## src/rtl/graphics_pkg.sv

```systemverilog
// Shared pattern codes, sequencer state encoding and pattern helpers
// for the display graphics blocks.
package graphics_pkg;

    typedef logic [2:0] pat_t;

    localparam pat_t PAT_BLUE   = 3'd0;
    localparam pat_t PAT_RED    = 3'd1;
    localparam pat_t PAT_GREEN  = 3'd2;
    localparam pat_t PAT_SMILE  = 3'd3;
    localparam pat_t PAT_PIRATE = 3'd4;
    localparam pat_t PAT_DISCO  = 3'd5;
    localparam pat_t PAT_LAST   = 3'd5;

    typedef enum logic {
        ST_MANUAL = 1'b0,
        ST_AUTO   = 1'b1
    } seq_state_e;

    // Switch codes past the last pattern fall back to blue.
    function automatic pat_t pat_sanitize(input logic [2:0] sw);
        return (sw > PAT_LAST) ? PAT_BLUE : sw;
    endfunction

    function automatic pat_t pat_next(input pat_t p);
        return (p >= PAT_LAST) ? PAT_BLUE : pat_t'(p + 3'd1);
    endfunction

endpackage

```

## src/rtl/btn_debounce.sv

```systemverilog
// Push-button debouncer: one-cycle press pulse after CYCLES stable-high
// clocks, re-armed only once the button reads low again.
module btn_debounce #(
    parameter int unsigned CYCLES = 1000000
) (
    input  logic clk,
    input  logic rst,
    input  logic btn_in,
    output logic press
);

    localparam int CW = $clog2(CYCLES + 1);

    logic [1:0]    sync_q, sync_d;
    logic [CW-1:0] cnt_q, cnt_d;
    logic          done_q, done_d;
    logic          press_q, press_d;

    always_comb begin
        sync_d  = {sync_q[0], btn_in};
        cnt_d   = cnt_q;
        done_d  = done_q;
        press_d = 1'b0;
        if (!sync_q[1]) begin
            cnt_d  = '0;
            done_d = 1'b0;
        end else if (!done_q) begin
            if (cnt_q == CW'(CYCLES - 1)) begin
                press_d = 1'b1;
                done_d  = 1'b1;
                cnt_d   = '0;
            end else begin
                cnt_d = cnt_q + CW'(1);
            end
        end
    end

    always_ff @(posedge clk or posedge rst) begin
        if (rst) begin
            sync_q  <= '0;
            cnt_q   <= '0;
            done_q  <= 1'b0;
            press_q <= 1'b0;
        end else begin
            sync_q  <= sync_d;
            cnt_q   <= cnt_d;
            done_q  <= done_d;
            press_q <= press_d;
        end
    end

    assign press = press_q;

endmodule

```

## src/rtl/pattern_sequencer.sv

```systemverilog
// Frame-synchronous pattern selector; PATTERN_SEQ_AUTO_CYCLE_EN adds
// the auto-cycle mode with frame counting and a debounced step button.
module pattern_sequencer
    import graphics_pkg::*;
#(
    parameter int unsigned FRAMES_PER_PATTERN = 120,
    parameter int unsigned DEBOUNCE_CYCLES    = 1000000
) (
    input  logic       CLK100MHZ,
    input  logic       reset,
    input  logic       vertSync,
    input  logic [2:0] swMode,
    input  logic       autoEnable,
    input  logic       btnStep,
    output logic [2:0] patternSel,
    output logic       frameTick,
    output logic       autoActive
);

    logic vs_prev_q, vs_prev_d;
    logic armed_q, armed_d;
    logic tick_q, tick_d;
    pat_t pat_q, pat_d;

    // armed_q masks the first sample after reset, whose "previous" is synthetic.
    always_comb begin
        vs_prev_d = vertSync;
        armed_d   = 1'b1;
        tick_d    = armed_q & vs_prev_q & ~vertSync;
    end

`ifdef PATTERN_SEQ_AUTO_CYCLE_EN

    seq_state_e  state_q, state_d;
    logic [15:0] cnt_q, cnt_d;
    logic        step_q, step_d;
    logic        press;

    btn_debounce #(
        .CYCLES (DEBOUNCE_CYCLES)
    ) u_debounce (
        .clk    (CLK100MHZ),
        .rst    (reset),
        .btn_in (btnStep),
        .press  (press)
    );

    always_comb begin
        state_d = state_q;
        cnt_d   = cnt_q;
        step_d  = step_q;
        pat_d   = pat_q;
        if (tick_q) begin
            unique case (state_q)
                ST_MANUAL: begin
                    if (autoEnable) begin
                        state_d = ST_AUTO;
                        cnt_d   = '0;
                    end else begin
                        pat_d = pat_sanitize(swMode);
                    end
                end
                ST_AUTO: begin
                    if (!autoEnable) begin
                        state_d = ST_MANUAL;
                        pat_d   = pat_sanitize(swMode);
                        cnt_d   = '0;
                        step_d  = 1'b0;
                    end else if (step_q ||
                                 cnt_q == 16'(FRAMES_PER_PATTERN - 1)) begin
                        pat_d  = pat_next(pat_q);
                        cnt_d  = '0;
                        step_d = 1'b0;
                    end else begin
                        cnt_d = cnt_q + 16'd1;
                    end
                end
                default: state_d = ST_MANUAL;
            endcase
        end
        if (press && state_q == ST_AUTO && state_d == ST_AUTO) begin
            step_d = 1'b1;
        end
    end

    always_ff @(posedge CLK100MHZ or posedge reset) begin
        if (reset) begin
            state_q <= ST_MANUAL;
            cnt_q   <= '0;
            step_q  <= 1'b0;
        end else begin
            state_q <= state_d;
            cnt_q   <= cnt_d;
            step_q  <= step_d;
        end
    end

    assign autoActive = (state_q == ST_AUTO);

`else

    logic unused_inputs;
    assign unused_inputs = ^{autoEnable, btnStep};

    always_comb begin
        pat_d = tick_q ? pat_sanitize(swMode) : pat_q;
    end

    assign autoActive = 1'b0;

`endif

    always_ff @(posedge CLK100MHZ or posedge reset) begin
        if (reset) begin
            vs_prev_q <= 1'b1;
            armed_q   <= 1'b0;
            tick_q    <= 1'b0;
            pat_q     <= PAT_BLUE;
        end else begin
            vs_prev_q <= vs_prev_d;
            armed_q   <= armed_d;
            tick_q    <= tick_d;
            pat_q     <= pat_d;
        end
    end

    assign patternSel = pat_q;
    assign frameTick  = tick_q;

endmodule

```

## config.mk

```make
export PLATFORM = sky130hd
export DESIGN_NAME = pattern_sequencer
export DESIGN_NICKNAME = d
export VERILOG_FILES = /design/src/rtl/graphics_pkg.sv /design/src/rtl/btn_debounce.sv /design/src/rtl/pattern_sequencer.sv
export SDC_FILE = /design/constraint.sdc
export NUM_CORES = 1
export LEC_CHECK = 0
export ABC_AREA = 0
export BUFFER_PORTS_ARGS = -buffer_cell sky130_fd_sc_hd__buf_2
export CAP_MARGIN = 0
export CORE_AREA = 2 2 39 41
export CTS_BUF_LIST = sky130_fd_sc_hd__clkbuf_16
export CTS_CLUSTER_SIZE = 8
export DETAILED_ROUTE_END_ITERATION = 8
export DIE_AREA = 0 0 41 43
export GPL_TIMING_DRIVEN = 0
export PLACE_DENSITY = 0.41
export SYNTH_ARGS = -nofsm -noshare
export SYNTH_HDL_FRONTEND = slang
export SYNTH_SLANG_ARGS = --single-unit
export TNS_END_PERCENT = 10
```

## constraint.sdc

```tcl
create_clock -name CLK100MHZ -period 0.89 [get_ports CLK100MHZ]
set_clock_uncertainty 0.1 [all_clocks]
set_input_delay 0.178 -clock CLK100MHZ [delete_from_list [all_inputs] [get_ports CLK100MHZ]]
set_output_delay 0.178 -clock CLK100MHZ [all_outputs]
set_load 0.01 [all_outputs]
```

# Yosys cells after proc, flatten, opt, wreduce, memory -nomap -nowiden
# Index checks and enable logic that the tools add are counted.
[classes]
add_sub_neg = 0
multipliers = 0
div = 0
order_cmp = 1
eq_ne = 0
n_shift = 0
n_mux = 1
bitwise_logic = 3
n_reduce_logical = 0
[ops]
columns = ["cell", "count"]
rows = [
  ["$gt A3 B3 Y1 const B", 1],
  ["$mux W3", 1],
  ["$and A1 B1 Y1", 2],
  ["$not A1 Y1", 1],
]
[word_totals]
ff_bits = 6
latchBits = 0
ramBits = 0
romBits = 0
input_bits = 8
out_inout_bits = 5
wordCells = 9
memories = 0

# Depth between registers and ports, before layout
# Gate-level depths: netlist of run 1.
[depth]
depth_word = 2
mapped_depth = 2

# Worst setup path after synthesis of run 1
# No wires, ideal clock.
[synth_timing]
path_type = "flip-flop to flip-flop"
start = "register tick_q, in the netlist frameTick"
end = "register pat_q[0], in the netlist patternSel[0]"
setup_time_ns = 0.125
arrival_time_ns = 0.750
setup_slack_ns = -0.085
stages_incl_launch_ff = 2
period_less_slack_ns = 0.975
cell_sequence = "dfrtp_1 mux2_4"
[synth_lines]
columns = ["element", "line_no", "rtl"]
rows = [
  ["from (decl)", "pattern_sequencer.sv:22", "logic tick_q, tick_d;"],
  ["from (signal assigned)", "pattern_sequencer.sv:122", "tick_q <= tick_d;"],
  ["to (signal assigned)", "pattern_sequencer.sv:123", "pat_q <= pat_d;"],
  ["to (decl)", "pattern_sequencer.sv:23", "pat_t pat_q, pat_d;"],
]
# No word-level cell between the ends.

# Worst setup path after layout of run 1
[layout_timing]
start = "register tick_q, in the netlist frameTick"
end = "output port frameTick"
[layout_lines]
columns = ["element", "line_no", "rtl"]
rows = [
  ["to (decl)", "pattern_sequencer.sv:16", "output logic frameTick,"],
]
# No word-level cell between the ends.

==> results.ini, run 1 <==
[outcome]
status=finished with violations
failed_checks=setup timing

[cells_and_area]
area_growth_pct=89.7
postLayoutCoreUtil=0.316
fin_nets=46
final_area_um2=437
fillCellCount=146
drive_above_1_share=0.568
diodes=0

[power_and_ir_drop]
seq_power_share=0.271
pwr-share-clk=0.623
p_comb_frac=0.106
p_leak_uw=0.000221
power_density_nw_per_um2=2700
p_int_uw=955
power_switching_uw=222
ir_drop_mv=1.01
swShare=0.189

[synth]
ys_seq_area_frac=0.658
synth_top_area_share=0.543
synth_compound_area_frac=0.0815
synth_top_family_by_area=compound AO/OA/AOI/OAI gates
synthXorXnorAreaFrac=0
synth-adder-area-share=0
synth_area_per_cell_um2=11.5
synth-simple-area-share=0.0815
syn_nets=28
yosysTopAreaCell=dfrtp_1
synth.area.top_cells=dfrtp_1 (54%), dfstp_2 (11%), mux2_4 (6.5%)
synthMuxAreaShare=0.0652
ys_ff_latch=6
syn_inst=20
ys_types=12
syn_area_um2=230
synth_warnings=0

[floorplanning]
start_util=0.166
rows=14
die_area_um2=1760
boundaryPins=13
die_y_um=43
core_um2=1380
die_w_um=41

[worst_setup_path]
worstSetupStartpoint=frameTick
endpoint_kind=output pin
critical_path.max_stage_delay_ns=0.42
r2r-start=frameTick
critical_path_class=register to output pin
rrSetupSlack_ns=-0.15
critPathTopFamily=flip-flops
crit_cells=1
r2r_end=patternSel[0]
path_buf_inv=1
critPathMaxFanout=3
rr_worst_depth=2
crit_path_start_kind=register
path_cells=buf_6
arrival_ns=0.77
endpoint=frameTick
slowest_stage=dfrtp_2
critPathRequiredTime_ns=0.61

[route]
vias_per_cell=3.66
wl_per_cell_um=10.9
first_pass_iters=1
vias=194
drc_errors=0
wl_um=577
first_iter_violations=0
final_antenna_net_count=0

[global_route]
grt_pass1_wl_um=828
grt_usage=0.0799
antenna_found_initial=0
grt_use_met3=0.0628
overflow=0
globalRouteMet2Util=0.113
grt_pass1_vias=205
grt.met1_usage=0.0724
busiest_layer=met2
grt_max_degree=7

[cts]
clk_pin_slew_worst_paths_ns=0.04
clock-root-buffer=clkbuf_16
clkSinkCount=6
cts_tree=yes
insertion_delay_ns=0.22
cts_made_buffers=3
clockBufferDepth=2
cts_max_level=1

[timing]
drv_slew=0
setup_viol=7
final_hold_viol_count=0
min_period_over_period=1.18
min_period_ns=1.05
grt_setup_unrepaired=true
worst_slack_ns=-0.158
max_freq_mhz=954

[placed_design]
post_dp_cell_area_um2=297
port_buffers=9
gp_congestion=0.542
dp_hpwl_um=340

[min_path]
hold_class=input pin to register
hold_depth=2

[job]
maxCapViolCount=0

cell type report:
cell class,count,area [um^2],area share
Inverter,3,11.3,0.0258
Timing Repair Buffer,13,93.8,0.215
Multi-Input combinational cell,10,72.6,0.166
Clock buffer,3,75.1,0.172
Sequential cell,6,153,0.350
Buffer,1,7.51,0.0172
Tap cell,16,20.0,0.0458
Clock inverter,1,3.75,0.00860
how the worst min path moves through the flow:
stage | slack, ns | start | end
3_5_place_dp | -0.001 | reset | armed_q
4_1_cts | 0.07 | swMode[2] | patternSel[1]
3_3_place_gp | -0.01 | reset | armed_q
2_1_floorplan | -0.13 | reset | armed_q
5_1_grt | 0.09 | swMode[2] | patternSel[1]
6_report | 0.09 | swMode[2] | patternSel[1]
placed cells by master, fill, tap and decap left out:
cell / count
mux2_4: 1
o21ai_2: 1
dfrtp_2: 1
a21boi_1: 1
dfrtp_1: 4
buf_2: 8
buf_4: 1
clkbuf_16: 3
buf_6: 3
dfstp_2: 1
nor2_1: 1
inv_1: 4
nand2_1: 1
nand3b_1: 1
nand2_2: 1
dlygate4sd3_1: 2
o22ai_2: 1
conb_1: 2
worst reg2reg max path, stage by stage (launching register included):
cell     delay [ns]
dfrtp_2        0.42
buf_6          0.13
mux2_4         0.28
Yosys cell counts:
cell type and number:
inv_1 3, o22ai_1 1, nand3b_1 1, dfrtp_1 5, nand2_1 2, mux2_4 1, nor2_1 1, o21ai_0 1
conb_1 2, dfstp_2 1, a21boi_1 1, buf_4 1
what timing repair did:
action                     4_1_cts  5_1_grt
setup endpoints to repair        5        8
gates resized for setup          2        5
setup buffers                    2        0
hold endpoints to repair         7        0
pin swaps                        1        1
hold buffers                     2        0
layer usage:
layer | share of wire | vias to the layer above
met5 | 0 | -
met4 | 0 | 0
met3 | 0.12 | 0
met2 | 0.55 | 12
met1 | 0.33 | 89
li1 | - | 93
power by group through the flow:
stage,Sequential [uW],Combinational [uW],Clock (uW)
finish,319,125,733
global route,322,137,776
CTS,317,114,755
detailed placement,322,94.2,0
global placement,320,91.0,0
floorplan,333,38.1,0
stage by stage:
step	cells	TNS [ns]	total power, uW	hold WS (ns)	setup slack (ns)
floorplan	20	-0.0627	371	-0.132	-0.0627
global placement	45	-0.0522	411	-0.0131	-0.0522
detailed placement	45	-0.0641	416	-0.00121	-0.0641
CTS	53	-0.864	1190	0.0698	-0.158
global route	53	-0.967	1230	0.0892	-0.175
finish	53	-0.828	1180	0.0870	-0.158
state kept, by name, indices dropped and copies added (netlist names):
register	cells
frameTick	1
vs_prev_q	1
patternSel	3
armed_q	1
cell families after synthesis:
kind of cell / after synthesis
buf+inv: 4
simple gates: 4
other cells: 2
compound gates: 3
flops: 6
mux: 1
Note: power is estimated with default switching activity, not from simulation.
==> inputs of run 2 (changes only) <==
--- a/config.mk
+++ b/config.mk
@@ -15,6 +15,7 @@
 export DIE_AREA = 0 0 41 43
 export GPL_TIMING_DRIVEN = 0
 export PLACE_DENSITY = 0.41
+export REMOVE_ABC_BUFFERS = 1
 export SYNTH_ARGS = -nofsm -noshare
 export SYNTH_HDL_FRONTEND = slang
 export SYNTH_SLANG_ARGS = --single-unit
==> run 2 against run 1 <==
Compared with the run above:
- the run still ends with setup timing left
- die area stayed put
- combinational power down 14%
- global-route usage rose by 0.093 points
- core utilization shrank 1.5 points
- non-clock buffer count is 1 lower
- total power fell by 0.97%
- first-iteration DRC count grew 3
- clock-buffer cell count unchanged
- critical path type unchanged
- critical endpoint unchanged
- largest cell class unchanged
- largest power group unchanged
==> results.ini, run 2 (synthesis gave the netlist of run 1 again) <==
[worst_setup_path]
worstSetupStartpoint=frameTick
critical_path_class=register to output pin
critical_path.max_stage_delay_ns=0.41  ; about the same
r2r-start=frameTick
arrival_ns=0.76  ; about the same
critPathTopFamily=flip-flops
crit_path_start_kind=register
critPathMaxFanout=3  ; unchanged
rrSetupSlack_ns=-0.14  ; about the same
crit_cells=1  ; unchanged
path_cells=buf_6
r2r_end=patternSel[0]
slowest_stage=dfrtp_2
critPathRequiredTime_ns=0.61  ; about the same
endpoint=frameTick
path_buf_inv=1  ; unchanged
endpoint_kind=output pin
rr_worst_depth=2  ; unchanged

[min_path]
hold_class=input pin to register

[cts]
clockBufferDepth=2  ; unchanged
cts_made_buffers=3  ; unchanged
cts_tree=yes
clock-root-buffer=clkbuf_16
cts_max_level=1  ; unchanged
clk_pin_slew_worst_paths_ns=0.04  ; about the same
insertion_delay_ns=0.23  ; about the same
clkSinkCount=6  ; unchanged

[placed_design]
port_buffers=9  ; unchanged
dp_hpwl_um=331  ; -2.6%
dp.cells=44  ; -2.2%
gp_congestion=0.528  ; -2.6%

[global_route]
antenna_found_initial=0  ; unchanged
overflow=0  ; unchanged
grt_usage=0.0808  ; +0.000929
grt_pass1_wl_um=779  ; -5.9%
grt_pass1_vias=185  ; -9.8%
grt_max_degree=7  ; unchanged

[route]
wl_per_cell_um=9.46  ; -13%
final_antenna_net_count=0  ; unchanged
wl_um=492  ; -15%
first_pass_iters=4  ; +3
first_iter_violations=3  ; +3
vias_per_cell=3.83  ; +4.5%
vias=199  ; +2.6%
drc_errors=0  ; unchanged

[floorplanning]
core_um2=1380  ; unchanged
start_util=0.166  ; unchanged
die_area_um2=1760  ; unchanged
die_w_um=41  ; unchanged
die_y_um=43  ; unchanged
boundaryPins=13  ; unchanged
rows=14  ; unchanged

[power_and_ir_drop]
ir_drop_mv=1.16  ; +14%
p_leak_uw=0.000219  ; -0.70%
power_density_nw_per_um2=2810  ; +4.1%

[timing]
min_period_over_period=1.17  ; -0.00676
worst_slack_ns=-0.152  ; +0.00602 ns
final_hold_viol_count=0  ; unchanged
grt_setup_unrepaired=true
setup_viol=6  ; -1
max_freq_mhz=960  ; +0.58%
min_period_ns=1.04  ; -0.00602 ns
drv_slew=0  ; unchanged
whs_ns=0.0711  ; -0.0160 ns

[cells_and_area]
fillCellCount=145  ; -0.68%
largest_reg_flops=3  ; unchanged
final_cell_mix=buf_2 (8), inv_1 (4), dfrtp_1 (4)
layout_commonest_cell=buf_2
area_growth_pct=80.4
diodes=0  ; unchanged
fin_cells=52  ; -1.9%
drive_above_1_share=0.472  ; -0.0953
fin_nets=45  ; -2.2%

[job]
maxCapViolCount=0  ; unchanged

[outcome]
failed_checks=setup timing
status=finished with violations

## run 2: cell types whose count changed in the layout (fill, tap and decap cells not counted), sizes merged
| cell | before | now |
|---|---|---|
| dlymetal6s4s | 0 | 1 |
| dlygate4sd3 | 2 | 1 |
| buf | 12 | 11 |
## run 2: worst min-delay path by stage
stage	endpoint	depth (start not counted)	start	slack, ns
detailed placement	armed_q	2	reset	-0.003
floorplan	armed_q	1	reset	-0.13
global placement	armed_q	2	reset	-0.01
global route	patternSel[1]	2	swMode[2]	0.09
finish	patternSel[1]	2	swMode[2]	0.07
CTS	patternSel[1]	2	swMode[2]	0.07
## run 2: power breakdown
| group | total (uW) | internal, uW | switching, uW |
|---|---|---|---|
| combinational | 108 | 59.0 | 49.0 |
| sequential | 318 | 305 | 13.9 |
| clock | 740 | 583 | 157 |
| total | 1170 | 946 | 220 |
## run 2: stage by stage
step | setup TNS, ns | cell area [um^2] | total power (uW) | worst slack (ns) | util
4_1_cts | -0.745 | 409 | 1190 | -0.155 | 0.296
3_3_place_gp | -0.0587 | 288 | 407 | -0.0587 | 0.208
2_1_floorplan | -0.0854 | 223 | 368 | -0.0854 | -
3_5_place_dp | -0.0748 | 288 | 411 | -0.0748 | 0.208
5_1_grt | -0.885 | 415 | 1210 | -0.172 | 0.300
6_report | -0.695 | 415 | 1170 | -0.152 | 0.300
## run 2: cell type report
class | count | area, um^2 | area share
Tap cell | 16 | 20.0 | 0.0482
Timing Repair Buffer | 13 | 92.6 | 0.223
Clock inverter | 1 | 3.75 | 0.00904
Clock buffer | 3 | 75.1 | 0.181
Multi-Input combinational cell | 10 | 60.1 | 0.145
Sequential cell | 6 | 153 | 0.367
Inverter | 3 | 11.3 | 0.0271
## run 2: routing by layer
layer,global-route usage,vias up,share of wire,wire length (um)
met5,0,-,0,0
met4,0.100,0,0.051,25
met3,0.0628,4,0.14,69
met2,0.106,13,0.46,228
met1,0.0623,92,0.34,169
li1,-,90,-,-
## run 2: timing repair
| action | CTS | global route |
|---|---|---|
| resized for setup | 3 | 2 |
| setup buffers | 2 | 0 |
| hold buffers | 2 | 0 |
| pin swaps | 0 | 1 |
| endpoints found under the hold margin | 6 | 0 |
| setup endpoints to repair | 5 | 8 |
==> inputs of run 3 (changes only) <==
--- a/config.mk
+++ b/config.mk
@@ -13,8 +13,7 @@
 export CTS_CLUSTER_SIZE = 8
 export DETAILED_ROUTE_END_ITERATION = 8
 export DIE_AREA = 0 0 41 43
-export GPL_TIMING_DRIVEN = 0
-export PLACE_DENSITY = 0.41
+export PLACE_DENSITY = 0.39
 export REMOVE_ABC_BUFFERS = 1
 export SYNTH_ARGS = -nofsm -noshare
 export SYNTH_HDL_FRONTEND = slang
==> constraint.sdc (replaced) <==
create_clock -name CLK100MHZ -period 1.25 [get_ports CLK100MHZ]
set_clock_uncertainty 0.1 [all_clocks]
set_input_delay 0.25 -clock CLK100MHZ [delete_from_list [all_inputs] [get_ports CLK100MHZ]]
set_output_delay 0.25 -clock CLK100MHZ [all_outputs]
set_load 0.01 [all_outputs]
==> run 3 against run 2 <==
Compared with the run above:
- the run now ends clean
- global-route usage fell by 2.5 points
- sequential share of layout area up 3.5 points
- non-clock buffer count is 3 lower
- critical path depth unchanged
- die area stayed put
- sequential power decreased by 29%
- design area decreased by 9.3%
- routed wire length shrank 20%
- clock power down 30%
- register-to-register slack improved by 0.42 ns
- core utilization down 2.8 points
- combinational power is 40% lower
- largest cell class unchanged
==> results.ini, run 3 (synthesis gave the netlist of run 1 again) <==
[outcome]
status=completed

[power_and_ir_drop]
p_comb_frac=0.080  ; -0.013
pwr-share-clk=0.639  ; +0.005
power_density_nw_per_um2=2150  ; -24%
ir_drop_mv=0.889  ; -23%
swShare=0.178  ; -0.0103
p_int_uw=665  ; -30%
p_leak_uw=0.000196  ; -11%
p_total_uw=809  ; -31%
seq_power_share=0.281  ; +0.008
power_switching_uw=144  ; -34%

[cells_and_area]
layout_commonest_cell=buf_2
largest_reg_flops=3  ; unchanged
diodes=0  ; unchanged
drive_above_1_share=0.424  ; -0.0480
final_cell_mix=buf_2 (9), dfrtp_1 (5), inv_1 (4)
area_growth_pct=63.6
fin_nets=42  ; -6.7%

[min_path]
hold_class=input pin to register
hold_end=vs_prev_q
min_from=vertSync
hold_depth=1  ; -1

[worst_setup_path]
rrSetupSlack_ns=0.28  ; +0.42 ns
critPathTopFamily=flip-flops
endpoint_kind=output pin
critPathMaxFanout=6  ; +3
critical_path_class=register to output pin
slowest_stage=dfrtp_1
r2r_end=patternSel[0]
critPathRequiredTime_ns=0.90  ; +0.29 ns
critical_path.max_stage_delay_ns=0.44  ; +0.03 ns
r2r-start=frameTick
crit_path_start_kind=register
rr_worst_depth=1  ; -1
path_cells=buf_2
arrival_ns=0.84  ; +0.08 ns
path_buf_inv=1  ; unchanged

[route]
final_antenna_net_count=0  ; unchanged
first_pass_iters=4  ; unchanged
vias_per_cell=3.61  ; -5.6%
vias=177  ; -11%
wl_per_cell_um=8.00  ; -15%
drc_errors=0  ; unchanged
first_iter_violations=2  ; -1
wl_um=392  ; -20%

[cts]
cts_max_level=1  ; unchanged
cts_made_buffers=3  ; unchanged
clock-root-buffer=clkbuf_16
cts_setup_buffers=0  ; -2
clk_pin_slew_worst_paths_ns=0.03  ; about the same
cts_tree=yes
clkSinkCount=6  ; unchanged
ctsResizeCount=0  ; -3
clockBufferDepth=2  ; unchanged
insertion_delay_ns=0.22  ; about the same

[global_route]
antenna_found_initial=0  ; unchanged
grt_pass1_wl_um=600  ; -23%
grt_usage=0.0556  ; -0.0252
grt_max_degree=7  ; unchanged
overflow=0  ; unchanged
grt_pass1_vias=156  ; -16%

[placed_design]
dp_hpwl_um=292  ; -12%
port_buffers=9  ; unchanged
gp_congestion=0.551  ; +4.3%

[floorplanning]
rows=14  ; unchanged
die_y_um=43  ; unchanged
boundaryPins=13  ; unchanged
die_w_um=41  ; unchanged
die_area_um2=1760  ; unchanged
start_util=0.166  ; unchanged
core_um2=1380  ; unchanged

[timing]
final_hold_viol_count=0  ; unchanged
grt_setup_unrepaired=false
fin_setup_tns_ns=0  ; +0.695 ns
min_period_over_period=0.950
max_freq_mhz=842
setup_viol=0  ; -6
drv_slew=0  ; unchanged
min_period_ns=1.19

[job]
maxCapViolCount=0  ; unchanged

-- run 3: cell count changes in the layout (fill, tap and decap cells not counted), sizes merged --
cell and change:
dlymetal6s4s -1, buf -2
-- run 3: power by group through the flow --
stage / Clock [uW] / Sequential [uW] / Combinational [uW]
floorplan: 0 / 237 / 24.8
global placement: 0 / 227 / 62.7
detailed placement: 0 / 229 / 63.1
CTS: 528 / 227 / 66.0
global route: 538 / 229 / 73.3
finish: 517 / 227 / 64.9
-- run 3: cell type report --
cell class,instances,area [um^2]
fillers,147,1010
flip-flops and latches,6,151
clock buffers,3,75.1
multi-input cells,10,60.1
repair buffers,10,55.1
well taps,16,20.0
inverters,3,11.3
clock inverters,1,3.75
-- run 3: routing by layer --
| metal | GRT usage | vias up | part of all wire |
|---|---|---|---|
| met2 | 0.0719 | 12 | 0.41 |
| met4 | 0.0200 | 0 | 0 |
| met5 | 0 | - | 0 |
| met1 | 0.0559 | 82 | 0.41 |
| li1 | - | 83 | - |
| met3 | 0.0628 | 0 | 0.17 |
-- run 3: per-stage QoR --
step                setup WS [ns]  area [um^2]  hold WS (ns)  utilization  instances
finish                     0.0631          377        0.0377        0.272         49
floorplan                   0.275          223       -0.0598            -         19
CTS                        0.0617          377        0.0357        0.272         49
global route               0.0182          377        0.0404        0.272         49
global placement            0.301          288        0.0602        0.208         44
detailed placement          0.285          288        0.0692        0.208         44
-- run 3: worst max-delay path by stage --
stage / startpoint / endpoint / depth (start not counted)
2_1_floorplan: frameTick / patternSel[0] / 1
3_3_place_gp: frameTick / patternSel[0] / 1
3_5_place_dp: frameTick / patternSel[0] / 1
4_1_cts: frameTick / frameTick / 1
5_1_grt: frameTick / frameTick / 1
6_report: frameTick / frameTick / 1
-- run 3: what timing repair did --
action | in CTS | in global routing
endpoints found under the setup margin | 0 | 0
hold buffers | 1 | 0
hold endpoints to repair | 5 | 0
